File: config.mk
export PLATFORM = sky130hd
export DESIGN_NAME = i2s_readout_ctrl_flat
export DESIGN_NICKNAME = d
export VERILOG_FILES = /design/src/rtl/i2s_readout_ctrl_pkg.sv /design/src/rtl/i2s_readout_ctrl_if.sv /design/src/rtl/i2s_ptr_tracker.sv /design/src/rtl/i2s_readout_ctrl.sv /design/src/flat_wrapper.sv
export SDC_FILE = /design/constraint.sdc
export NUM_CORES = 1
export LEC_CHECK = 0
export CAP_MARGIN = 25
export CORE_MARGIN = 3
export CORE_UTILIZATION = 45
export DETAILED_ROUTE_END_ITERATION = 16
export GPL_TIMING_DRIVEN = 1
export PLACE_DENSITY = 0.78
export REMOVE_ABC_BUFFERS = 1
export SLEW_MARGIN = 20
export SYNTH_ARGS = -nofsm -noshare
export SYNTH_HDL_FRONTEND = slang
export SYNTH_SLANG_ARGS = --single-unit
File: constraint.sdc
create_clock -name clk -period 2.74 [get_ports clk]
set_input_delay 0.685 -clock clk [delete_from_list [all_inputs] [get_ports clk]]
set_output_delay 0.685 -clock clk [all_outputs]
set_load 0.005 [all_outputs]
File: src/rtl/i2s_readout_ctrl_pkg.sv
// Shared types for the I2S capture-buffer readout path.
package i2s_pkg;

    localparam int SAMPLE_W = 24;

    typedef enum logic [2:0] {
        IDLE    = 3'd0,
        RUN     = 3'd1,
        FETCH   = 3'd2,
        LATCH   = 3'd3,
        PRESENT = 3'd4
    } readout_state_t;

endpackage

File: src/rtl/i2s_readout_ctrl_if.sv
// Capture-buffer and host handshake bundle; slave is the controller side.
interface i2s_readout_ctrl_if
    import i2s_pkg::*;
#(
    parameter int ADDR_W = 6
) ();

    logic                wr_done;
    logic [ADDR_W-1:0]   wr_addr;
    logic                rd_req;
    logic                buf_rd;
    logic [ADDR_W-1:0]   buf_raddr;
    logic [SAMPLE_W-1:0] buf_rdata;
    logic [SAMPLE_W-1:0] data;
    logic                data_valid;

    modport slave (
        input  wr_done, rd_req, buf_rdata,
        output wr_addr, buf_rd, buf_raddr, data, data_valid
    );

    modport master (
        output wr_done, rd_req, buf_rdata,
        input  wr_addr, buf_rd, buf_raddr, data, data_valid
    );

endinterface

File: src/rtl/i2s_ptr_tracker.sv
// Write/read pointers and fill level of the capture ring buffer.
module i2s_ptr_tracker #(
    parameter int ADDR_W = 6
) (
    input  logic              clk,
    input  logic              rst,
    input  logic              flush,
    input  logic              inc_wr,
    input  logic              inc_rd,
    output logic [ADDR_W-1:0] wr_ptr,
    output logic [ADDR_W-1:0] rd_ptr,
    output logic [ADDR_W:0]   fill,
    output logic [ADDR_W:0]   fill_nxt,
    output logic              full,
    output logic              empty
);

    localparam logic [ADDR_W:0] DEPTH = (ADDR_W+1)'(1) << ADDR_W;
    localparam logic [ADDR_W:0] ONE   = (ADDR_W+1)'(1);

    logic wr_ok;
    logic rd_ok;

    assign full  = (fill == DEPTH);
    assign empty = (fill == '0);
    assign wr_ok = inc_wr && !full;
    assign rd_ok = inc_rd && !empty;

    always_comb begin
        fill_nxt = fill;
        if (flush)
            fill_nxt = '0;
        else if (wr_ok && !rd_ok)
            fill_nxt = fill + ONE;
        else if (!wr_ok && rd_ok)
            fill_nxt = fill - ONE;
    end

    always_ff @(posedge clk or posedge rst) begin
        if (rst) begin
            wr_ptr <= '0;
            rd_ptr <= '0;
            fill   <= '0;
        end else if (flush) begin
            wr_ptr <= '0;
            rd_ptr <= '0;
            fill   <= '0;
        end else begin
            wr_ptr <= wr_ptr + ADDR_W'(wr_ok);
            rd_ptr <= rd_ptr + ADDR_W'(rd_ok);
            fill   <= fill_nxt;
        end
    end

endmodule

File: src/rtl/i2s_readout_ctrl.sv
// Readout controller: host handshake FSM, fill interrupt, overflow tracking.
// Define I2S_READOUT_OVF_COUNT_EN to add the saturating ovf_count output.
//
// state   | meaning
// IDLE    | disabled, pointers flushed
// RUN     | waiting for a host request with data available
// FETCH   | buffer read strobe issued
// LATCH   | capture buffer data into the host register
// PRESENT | word held valid until host drops rd_req
module i2s_readout_ctrl
    import i2s_pkg::*;
#(
    parameter int ADDR_W = 6,
    parameter int HI_WM  = 32,
    parameter int LO_WM  = 0
) (
    input  logic              clk,
    input  logic              rst,
    input  logic              enable,
    input  logic              ovf_clr,
    i2s_readout_ctrl_if.slave bus,
    output logic              rpi_interrupt,
    output logic [ADDR_W:0]   fill,
    output logic              overflow
`ifdef I2S_READOUT_OVF_COUNT_EN
    ,
    output logic [15:0]       ovf_count
`endif
);

    localparam logic [2:0] S_IDLE    = 3'(IDLE);
    localparam logic [2:0] S_RUN     = 3'(RUN);
    localparam logic [2:0] S_FETCH   = 3'(FETCH);
    localparam logic [2:0] S_LATCH   = 3'(LATCH);
    localparam logic [2:0] S_PRESENT = 3'(PRESENT);

    localparam logic [ADDR_W:0] HI = (ADDR_W+1)'(HI_WM);
    localparam logic [ADDR_W:0] LO = (ADDR_W+1)'(LO_WM);

    logic [2:0]          state;
    logic [SAMPLE_W-1:0] data_q;
    logic                data_valid_q;
    logic [ADDR_W-1:0]   wr_ptr;
    logic [ADDR_W-1:0]   rd_ptr;
    logic [ADDR_W:0]     fill_nxt;
    logic                full;
    logic                empty;
    logic                wr_req;
    logic                drop;

    // Writes are ignored while IDLE, including the edge that leaves IDLE.
    assign wr_req = bus.wr_done && enable && (state != S_IDLE);
    assign drop   = wr_req && full;

    i2s_ptr_tracker #(.ADDR_W(ADDR_W)) u_ptr (
        .clk      (clk),
        .rst      (rst),
        .flush    (!enable),
        .inc_wr   (wr_req),
        .inc_rd   (state == S_LATCH),
        .wr_ptr   (wr_ptr),
        .rd_ptr   (rd_ptr),
        .fill     (fill),
        .fill_nxt (fill_nxt),
        .full     (full),
        .empty    (empty)
    );

    assign bus.wr_addr    = wr_ptr;
    assign bus.buf_raddr  = rd_ptr;
    assign bus.buf_rd     = (state == S_FETCH);
    assign bus.data       = data_q;
    assign bus.data_valid = data_valid_q;

    always_ff @(posedge clk or posedge rst) begin
        if (rst) begin
            state        <= S_IDLE;
            data_q       <= '0;
            data_valid_q <= 1'b0;
        end else if (!enable) begin
            state        <= S_IDLE;
            data_valid_q <= 1'b0;
        end else begin
            case (state)
                S_IDLE:  state <= S_RUN;
                S_RUN:   if (bus.rd_req && !empty) state <= S_FETCH;
                S_FETCH: state <= S_LATCH;
                S_LATCH: begin
                    data_q       <= bus.buf_rdata;
                    data_valid_q <= 1'b1;
                    state        <= S_PRESENT;
                end
                S_PRESENT: begin
                    if (!bus.rd_req) begin
                        data_valid_q <= 1'b0;
                        state        <= S_RUN;
                    end
                end
                default: state <= S_IDLE;
            endcase
        end
    end

    always_ff @(posedge clk or posedge rst) begin
        if (rst)
            rpi_interrupt <= 1'b0;
        else if (!enable)
            rpi_interrupt <= 1'b0;
        else if (fill_nxt >= HI)
            rpi_interrupt <= 1'b1;
        else if (fill_nxt <= LO)
            rpi_interrupt <= 1'b0;
    end

    always_ff @(posedge clk or posedge rst) begin
        if (rst)
            overflow <= 1'b0;
        else if (drop)
            overflow <= 1'b1;
        else if (ovf_clr)
            overflow <= 1'b0;
    end

`ifdef I2S_READOUT_OVF_COUNT_EN
    always_ff @(posedge clk or posedge rst) begin
        if (rst)
            ovf_count <= '0;
        else if (ovf_clr)
            ovf_count <= drop ? 16'd1 : 16'd0;
        else if (drop && ovf_count != 16'hFFFF)
            ovf_count <= ovf_count + 16'd1;
    end
`endif

endmodule

File: src/flat_wrapper.sv
// flat-port wrapper written by rule: the top's interface ports become plain ports
module i2s_readout_ctrl_flat import i2s_pkg::*;
#(
    parameter int ADDR_W = 6,
    parameter int HI_WM  = 32,
    parameter int LO_WM  = 0
)
  (clk, rst, enable, ovf_clr, rpi_interrupt, fill, overflow, bus_wr_done, bus_rd_req, bus_buf_rdata, bus_wr_addr, bus_buf_rd, bus_buf_raddr, bus_data, bus_data_valid);
  i2s_readout_ctrl_if #(.ADDR_W(ADDR_W)) bus_i ();
  input  logic clk;
  input  logic rst;
  input  logic enable;
  input  logic ovf_clr;
  output logic rpi_interrupt;
  output logic [ADDR_W:0] fill;
  output logic overflow;
  input wire logic [$bits(bus_i.wr_done)-1:0] bus_wr_done;
  input wire logic [$bits(bus_i.rd_req)-1:0] bus_rd_req;
  input wire logic [$bits(bus_i.buf_rdata)-1:0] bus_buf_rdata;
  output wire logic [$bits(bus_i.wr_addr)-1:0] bus_wr_addr;
  output wire logic [$bits(bus_i.buf_rd)-1:0] bus_buf_rd;
  output wire logic [$bits(bus_i.buf_raddr)-1:0] bus_buf_raddr;
  output wire logic [$bits(bus_i.data)-1:0] bus_data;
  output wire logic [$bits(bus_i.data_valid)-1:0] bus_data_valid;
  assign bus_i.wr_done = bus_wr_done;
  assign bus_i.rd_req = bus_rd_req;
  assign bus_i.buf_rdata = bus_buf_rdata;
  assign bus_wr_addr = bus_i.wr_addr;
  assign bus_buf_rd = bus_i.buf_rd;
  assign bus_buf_raddr = bus_i.buf_raddr;
  assign bus_data = bus_i.data;
  assign bus_data_valid = bus_i.data_valid;
  i2s_readout_ctrl #(.ADDR_W(ADDR_W), .HI_WM(HI_WM), .LO_WM(LO_WM)) u_core (.clk(clk), .rst(rst), .enable(enable), .ovf_clr(ovf_clr), .bus(bus_i), .rpi_interrupt(rpi_interrupt), .fill(fill), .overflow(overflow));
endmodule
# ---- Yosys cells after proc, flatten, opt, wreduce, memory -nomap -nowiden
# Index checks and enable logic that the tools add are counted.
dict set report word_totals {
  ff_bits 49
  input_bits 30
  out_inout_bits 47
  elab_cells 60
}
dict set report op_classes {
  n_addsub 4
  order_cmp 2
  n_eq_ne 9
  n_mux 18
  reduce_logical 19
}
# cell count
set ops {}
lappend ops {{two-way mux 7 bit} 4}
lappend ops {{one-hot mux 3 bit (5 select lines)} 1}
lappend ops {{adder 6 x 1 -> 6 bit} 2}
lappend ops {{two-way mux 6 bit} 2}
lappend ops {{two-way mux 3 bit} 3}
lappend ops {{logical AND 1 bit} 8}
lappend ops {{adder 7 x 1 -> 7 bit, second input constant} 1}
lappend ops {{== test 7 bit, second input constant} 1}
lappend ops {{>= comparator 7 x 6 -> 1 bit, second input constant} 1}
lappend ops {{less-or-equal comparator 7 x 1 -> 1 bit, second input constant} 1}
lappend ops {{zero test 7 bit} 1}
lappend ops {{two-way mux 1 bit} 7}
lappend ops {{subtractor 7 x 1 -> 7 bit, second input constant} 1}
lappend ops {{== test 3 x 2 -> 1 bit, second input constant} 2}
lappend ops {{inequality test 3 x 1 -> 1 bit, second input constant} 2}
lappend ops {{AND reduction 2 bit} 3}
lappend ops {{zero test 1 bit} 4}
lappend ops {{== test 3 x 1 -> 1 bit, second input constant} 1}
lappend ops {{== test 3 bit, second input constant} 1}
lappend ops {{zero test 3 bit} 1}
lappend ops {{inequality test 3 x 2 -> 1 bit, second input constant} 1}
lappend ops {{inequality test 3 bit, second input constant} 1}
lappend ops {{nonzero test 3 bit} 1}
lappend ops {{one-hot mux 1 bit (2 select lines)} 1}
lappend ops {{nonzero test 2 bit} 1}

# ---- Logic depth before layout (Yosys ltp)
dict set report depth {
  depth_word 12
  ltp_mapped 9
}

# ---- Hierarchy
# A second synthesis with hierarchy kept.
dict set report hier_totals {
  cells_unflattened 215
  hier_area_um2 2494.9
}
# mod instances cells_per_inst area_per_inst_um2
set modules_own_cells {}
lappend modules_own_cells {i2s_readout_ctrl 1 89 1341.3}
lappend modules_own_cells {i2s_ptr_tracker 1 126 1153.6}

# ---- Worst setup path after synthesis
# No wires, ideal clock.
dict set report synth_path {
  kind {register -> register}
  from {register u_core.u_ptr.fill[3]}
  to {register u_core.rpi_interrupt}
  setup_time_ps 135
  arrival_ps 1967
  required_ps 2605
  path_slack_ps 639
  stages_incl_launch_ff 8
  path_buffers 1
  path_cell_list {dfrtp_1 buf_6 or4_4 o21ai_2 a21oi_1 or3_1 a211oi_2 o211ai_1}
}
dict set report synth_between {
  elab_chain_len 11
  elab_cells_between_ends 20
  cone_classes {add/sub (2); order compare (2); eq/ne (2); mux (5); reduce/logical (9)}
}
# item line
set synth_lines {}
lappend synth_lines {{start, declared} i2s_ptr_tracker.sv:12} ;# output logic [ADDR_W:0] fill,
lappend synth_lines {{start signal, assigned} i2s_ptr_tracker.sv:51} ;# fill <= fill_nxt;
lappend synth_lines {{branches (longest 6 deep; another with subtractor 7 x 1 -> 7 bit)} n/a}
lappend synth_lines {{two-way mux 7 bit (*)} i2s_ptr_tracker.sv:33} ;# else if (wr_ok && !rd_ok)
lappend synth_lines {{two-way mux 7 bit (*)} i2s_ptr_tracker.sv:31} ;# if (flush)
lappend synth_lines {{>= comparator 7 x 6 -> 1 bit} i2s_readout_ctrl.sv:109} ;# else if (fill_nxt >= HI)
lappend synth_lines {{two-way mux 1 bit} i2s_readout_ctrl.sv:109}
lappend synth_lines {{two-way mux 1 bit} i2s_readout_ctrl.sv:107} ;# else if (!enable)
lappend synth_lines {{end signal, assigned} i2s_readout_ctrl.sv:106} ;# rpi_interrupt <= 1'b0;
lappend synth_lines {{end signal, assigned} i2s_readout_ctrl.sv:108} ;# rpi_interrupt <= 1'b0;
lappend synth_lines {{end signal, assigned} i2s_readout_ctrl.sv:110} ;# rpi_interrupt <= 1'b1;
lappend synth_lines {{end, declared} i2s_readout_ctrl.sv:22} ;# output logic rpi_interrupt,
# Every way passes the cells marked *.
# A chain may end at the register's enable or synchronous reset.

# ---- Final worst setup path
dict set report layout_path {
  from {register u_core.state[0]}
  to {register u_core.rpi_interrupt}
}
dict set report layout_between {
  elab_chain_len 11
  elab_cells_between_ends 17
  cone_classes {order compare (2); eq/ne (2); mux (5); reduce/logical (8)}
}
# item line
set layout_lines {}
lappend layout_lines {{start, declared} i2s_readout_ctrl.sv:40} ;# logic [2:0] state;
lappend layout_lines {{start signal, assigned} i2s_readout_ctrl.sv:77} ;# state <= S_IDLE;
lappend layout_lines {{start signal, assigned} i2s_readout_ctrl.sv:81} ;# state <= S_IDLE;
lappend layout_lines {{start signal, assigned} i2s_readout_ctrl.sv:85} ;# S_IDLE: state <= S_RUN;
lappend layout_lines {{nonzero test 3 bit} i2s_readout_ctrl.sv:52} ;# assign wr_req = bus.wr_done && enable && (state != S_IDLE);
lappend layout_lines {{logical AND 1 bit} i2s_readout_ctrl.sv:52}
lappend layout_lines {{logical AND 1 bit} i2s_ptr_tracker.sv:26} ;# assign wr_ok = inc_wr && !full;
lappend layout_lines {{zero test 1 bit} i2s_ptr_tracker.sv:35} ;# else if (!wr_ok && rd_ok)
lappend layout_lines {{logical AND 1 bit} i2s_ptr_tracker.sv:35}
lappend layout_lines {{two-way mux 7 bit} i2s_ptr_tracker.sv:35}
lappend layout_lines {{two-way mux 7 bit (*)} i2s_ptr_tracker.sv:33}
lappend layout_lines {{two-way mux 7 bit (*)} i2s_ptr_tracker.sv:31}
lappend layout_lines {{>= comparator 7 x 6 -> 1 bit} i2s_readout_ctrl.sv:109}
lappend layout_lines {{two-way mux 1 bit} i2s_readout_ctrl.sv:109}
lappend layout_lines {{two-way mux 1 bit} i2s_readout_ctrl.sv:107}
# Every way passes the cells marked *; elsewhere a longest branch is shown, timed or not.

==> results.py <==
metrics = {
    "detailed_routing": {
        "drtAntennaViolNets": 0,
        "viasPerCell": 5.28,
        "finalWirelength_um": 5330,
        "drc": 0,
        "wl_per_cell_um": 14.6,
        "drt_iter0_markers": 97,
        "vias": 1923,
        "drt-pass1-iter-count": 4,
    },
    "pwr": {
        "power_density_nw_per_um2": 555,
        "p_leak_nw": 1.49,
        "peakVddDrop_v": 0.000241,
    },
    "place": {
        "io_buffer_count": 76,
        "gp_routability_congestion": 0.868,
        "place_hpwl_um": 3950,
        "place_inst": 356,
    },
    "logic_synthesis": {
        "synth_area_leader_cell": "dfrtp_1",
        "synth-seq-cells": 49,
        "syn_area_um2": 2440,
        "ys_warn_count": 0,
        "async_flop_share_pct": 100,
        "syn_inst": 213,
        "synthFlopType": "dfrtp_1",
        "synth.cells.most_frequent": "dfrtp_1, mux2_2, and2_1, nand2_1",
        "postSynthAreaPerCell_um2": 11.5,
        "synthTopCellsByArea": "dfrtp_1, mux2_2, ha_1, and2_1, xnor2_1",
        "netlist.area_leader.share_pct": 50.3,
        "yosysSeqAreaShare_pct": 50.3,
        "yosysUniqueCellTypes": 45,
        "synth_edf_count": 0,
        "synthMostInstantiatedCell": "dfrtp_1",
    },
    "final_layout": {
        "utilization_pct": 65.3,
        "areaGrowthSynthToFinish_pct": 38.4,
        "num_antenna_cells": 0,
        "nets": 330,
        "drive_above_1_share_pct": 16.0,
        "final_cell_count_no_fill": 364,
    },
    "timing": {
        "tns_ps": 0,
        "finalCritPeriodShare_pct": 88.3,
        "rsz0062_at_grt": "no",
        "max_freq_mhz": 413,
        "setup_viol": 0,
        "slew_headroom_pct": 34.8,
        "period_minus_slack_ps": 2420,
        "fin_skew_ps": 4.52,
        "worstMarginPinSlew_ps": 966,
        "final-hold-violation-count": 0,
        "drv_slew": 0,
    },
    "setup_path": {
        "critical_path_class": "reg -> reg",
        "r2r-end": "u_core.rpi_interrupt",
        "cp-end-kind": "register",
        "crit_path_cell_trace": "o311ai_0 > o21ai_0 > a21oi_1 > o21ai_0 > a211oi_2 > o211ai_1",
        "r2r_slack_ps": 320,
        "timing.critical_path.mode_cell": "o21ai_0",
        "cp.required_ps": 2910,
        "critical-path-max-stage-delay_ps": 890,
        "slowest_stage": "o311ai_0",
        "path_max_fanout": 12,
        "reg2reg_depth": 6,
        "r2r-start": "u_core.state[0]",
        "critPathLaunchType": "register",
        "critPathArrivalTime_ps": 2590,
    },
    "hold_path": {
        "hold_depth": 1,
        "hold_class": "reg -> reg",
        "hold_start": "u_core.bus.data[11]",
        "min_to": "u_core.bus.data[11]",
    },
    "run_status": {
        "status": "finished, final reports clean",
    },
    "global_routing": {
        "grt_pass1_vias": 1817,
        "grtUsageTotal_pct": 17.4,
        "grt_start_max_net_pins": 50,
        "overflow": 0,
        "grt_pass1_wl_um": 8730,
        "grt_antenna_before_repair": 0,
    },
    "clocking": {
        "htree_levels": 2,
        "cts_sinks": 49,
        "clk_latency_ps": 290,
        "cts_resized": 0,
        "tritoncts": "built",
        "post-cts-setup-buffers": 0,
        "clk_pin_slew_ps": 80,
        "holdBufCountCts": 0,
        "clock-root-buffer": "clkbuf_8",
        "cts_buffers": 5,
        "cts_max_path_buffers": 2,
    },
    "floorplanning": {
        "die_x_um": 79.6,
        "rows": 26,
        "die_area_um2": 6340,
        "coreArea_um2": 5170,
        "floorplan.initialDensity_pct": 47.2,
        "pin_count": 77,
        "die_height_um": 79.6,
    },
    "run": {
        "max_cap_viol_count": 0,
    },
}
sequential cells by signal, indices dropped and copies added, names as in the netlist:
signal and flops:
u_core.state 3, u_core.bus.data 24, u_core.u_ptr.rd_ptr 6, u_core.bus.data_valid 1, u_core.u_ptr.fill 7, u_core.rpi_interrupt 1, u_core.overflow 1, u_core.u_ptr.wr_ptr 6
placed cells by master (no fill, tap or decap), drive strengths merged, types with 2 or more instances in the layout:
master	instances
mux2	24
a31oi	4
ha	7
mux2i	3
nand2	13
dfrtp	49
nor3b	5
nand2b	3
o221ai	4
clkinv	2
xor2	2
a211oi	6
xnor2	8
or3	3
nor2b	6
nand3	7
clkbuf	6
and2	13
clkdlybuf4s50	76
buf	7
inv	7
o311a	2
nor2	8
o21a	2
a21oi	7
o21ai	5
layout make-up:
cell class	count	area, um2
tap	70	87.6
fill	401	1800
timing repair buffer	83	813
multi-input combinational	147	1140
inverter	7	26.3
clock buffer	6	72.6
sequential	49	1230
clock inverter	2	10.0
how the worst max path moves through the flow:
stage                         start                endpoint  slack, ps  cells after the start
2_1_floorplan  u_core.u_ptr.fill[3]    u_core.rpi_interrupt        670                      6
3_3_place_gp                 enable    u_core.rpi_interrupt        180                      8
3_5_place_dp            bus_wr_done  u_core.u_ptr.wr_ptr[4]        130                      8
4_1_cts             u_core.state[0]    u_core.rpi_interrupt        360                      6
5_1_grt             u_core.state[0]    u_core.rpi_interrupt        160                      6
6_report            u_core.state[0]    u_core.rpi_interrupt        320                      6
power by group:
part / internal [mW] / total [mW] / switching [mW]
clock network: 0.177 / 0.401 / 0.224
logic: 0.372 / 0.558 / 0.187
registers: 0.846 / 0.915 / 0.0691
kinds of logic (layout without fill, tap and decap cells):
logic type / after synthesis / count (layout) / synth area share (%)
AND/OR/NAND/NOR: 64 / 64 / 15.0
XOR/XNOR: 10 / 10 / 3.59
buffers and inverters: 17 / 98 / 3.03
flip-flops: 49 / 49 / 50.3
multiplexers: 27 / 27 / 12.3
AO/OA/AOI/OAI: 39 / 39 / 12.2
adder cells (fa/ha/maj): 7 / 7 / 3.59
critical path: cells and delay by family, from the launching register on:
| family | cells | cell delay, ps |
|---|---|---|
| AO/OA/AOI/OAI | 6 | 1790 |
| flip-flops | 1 | 510 |
per-stage QoR:
stage	area, um2	total power, mW	hold WS (ps)	setup WS (ps)
final	3380	1.87	509	321
after global routing	3380	1.99	517	157
after CTS	3380	1.90	513	355
after detailed placement	3290	1.50	493	127
after global placement	3290	1.48	486	176
after floorplan	2390	1.14	504	672
routing by layer:
metal / wire, um / track usage, %
met5: 0 / 0
met4: 55 / 4.47
met3: 414 / 4.18
met2: 2470 / 28.5
met1: 2390 / 23.0
(Power assumes the default switching activity.)
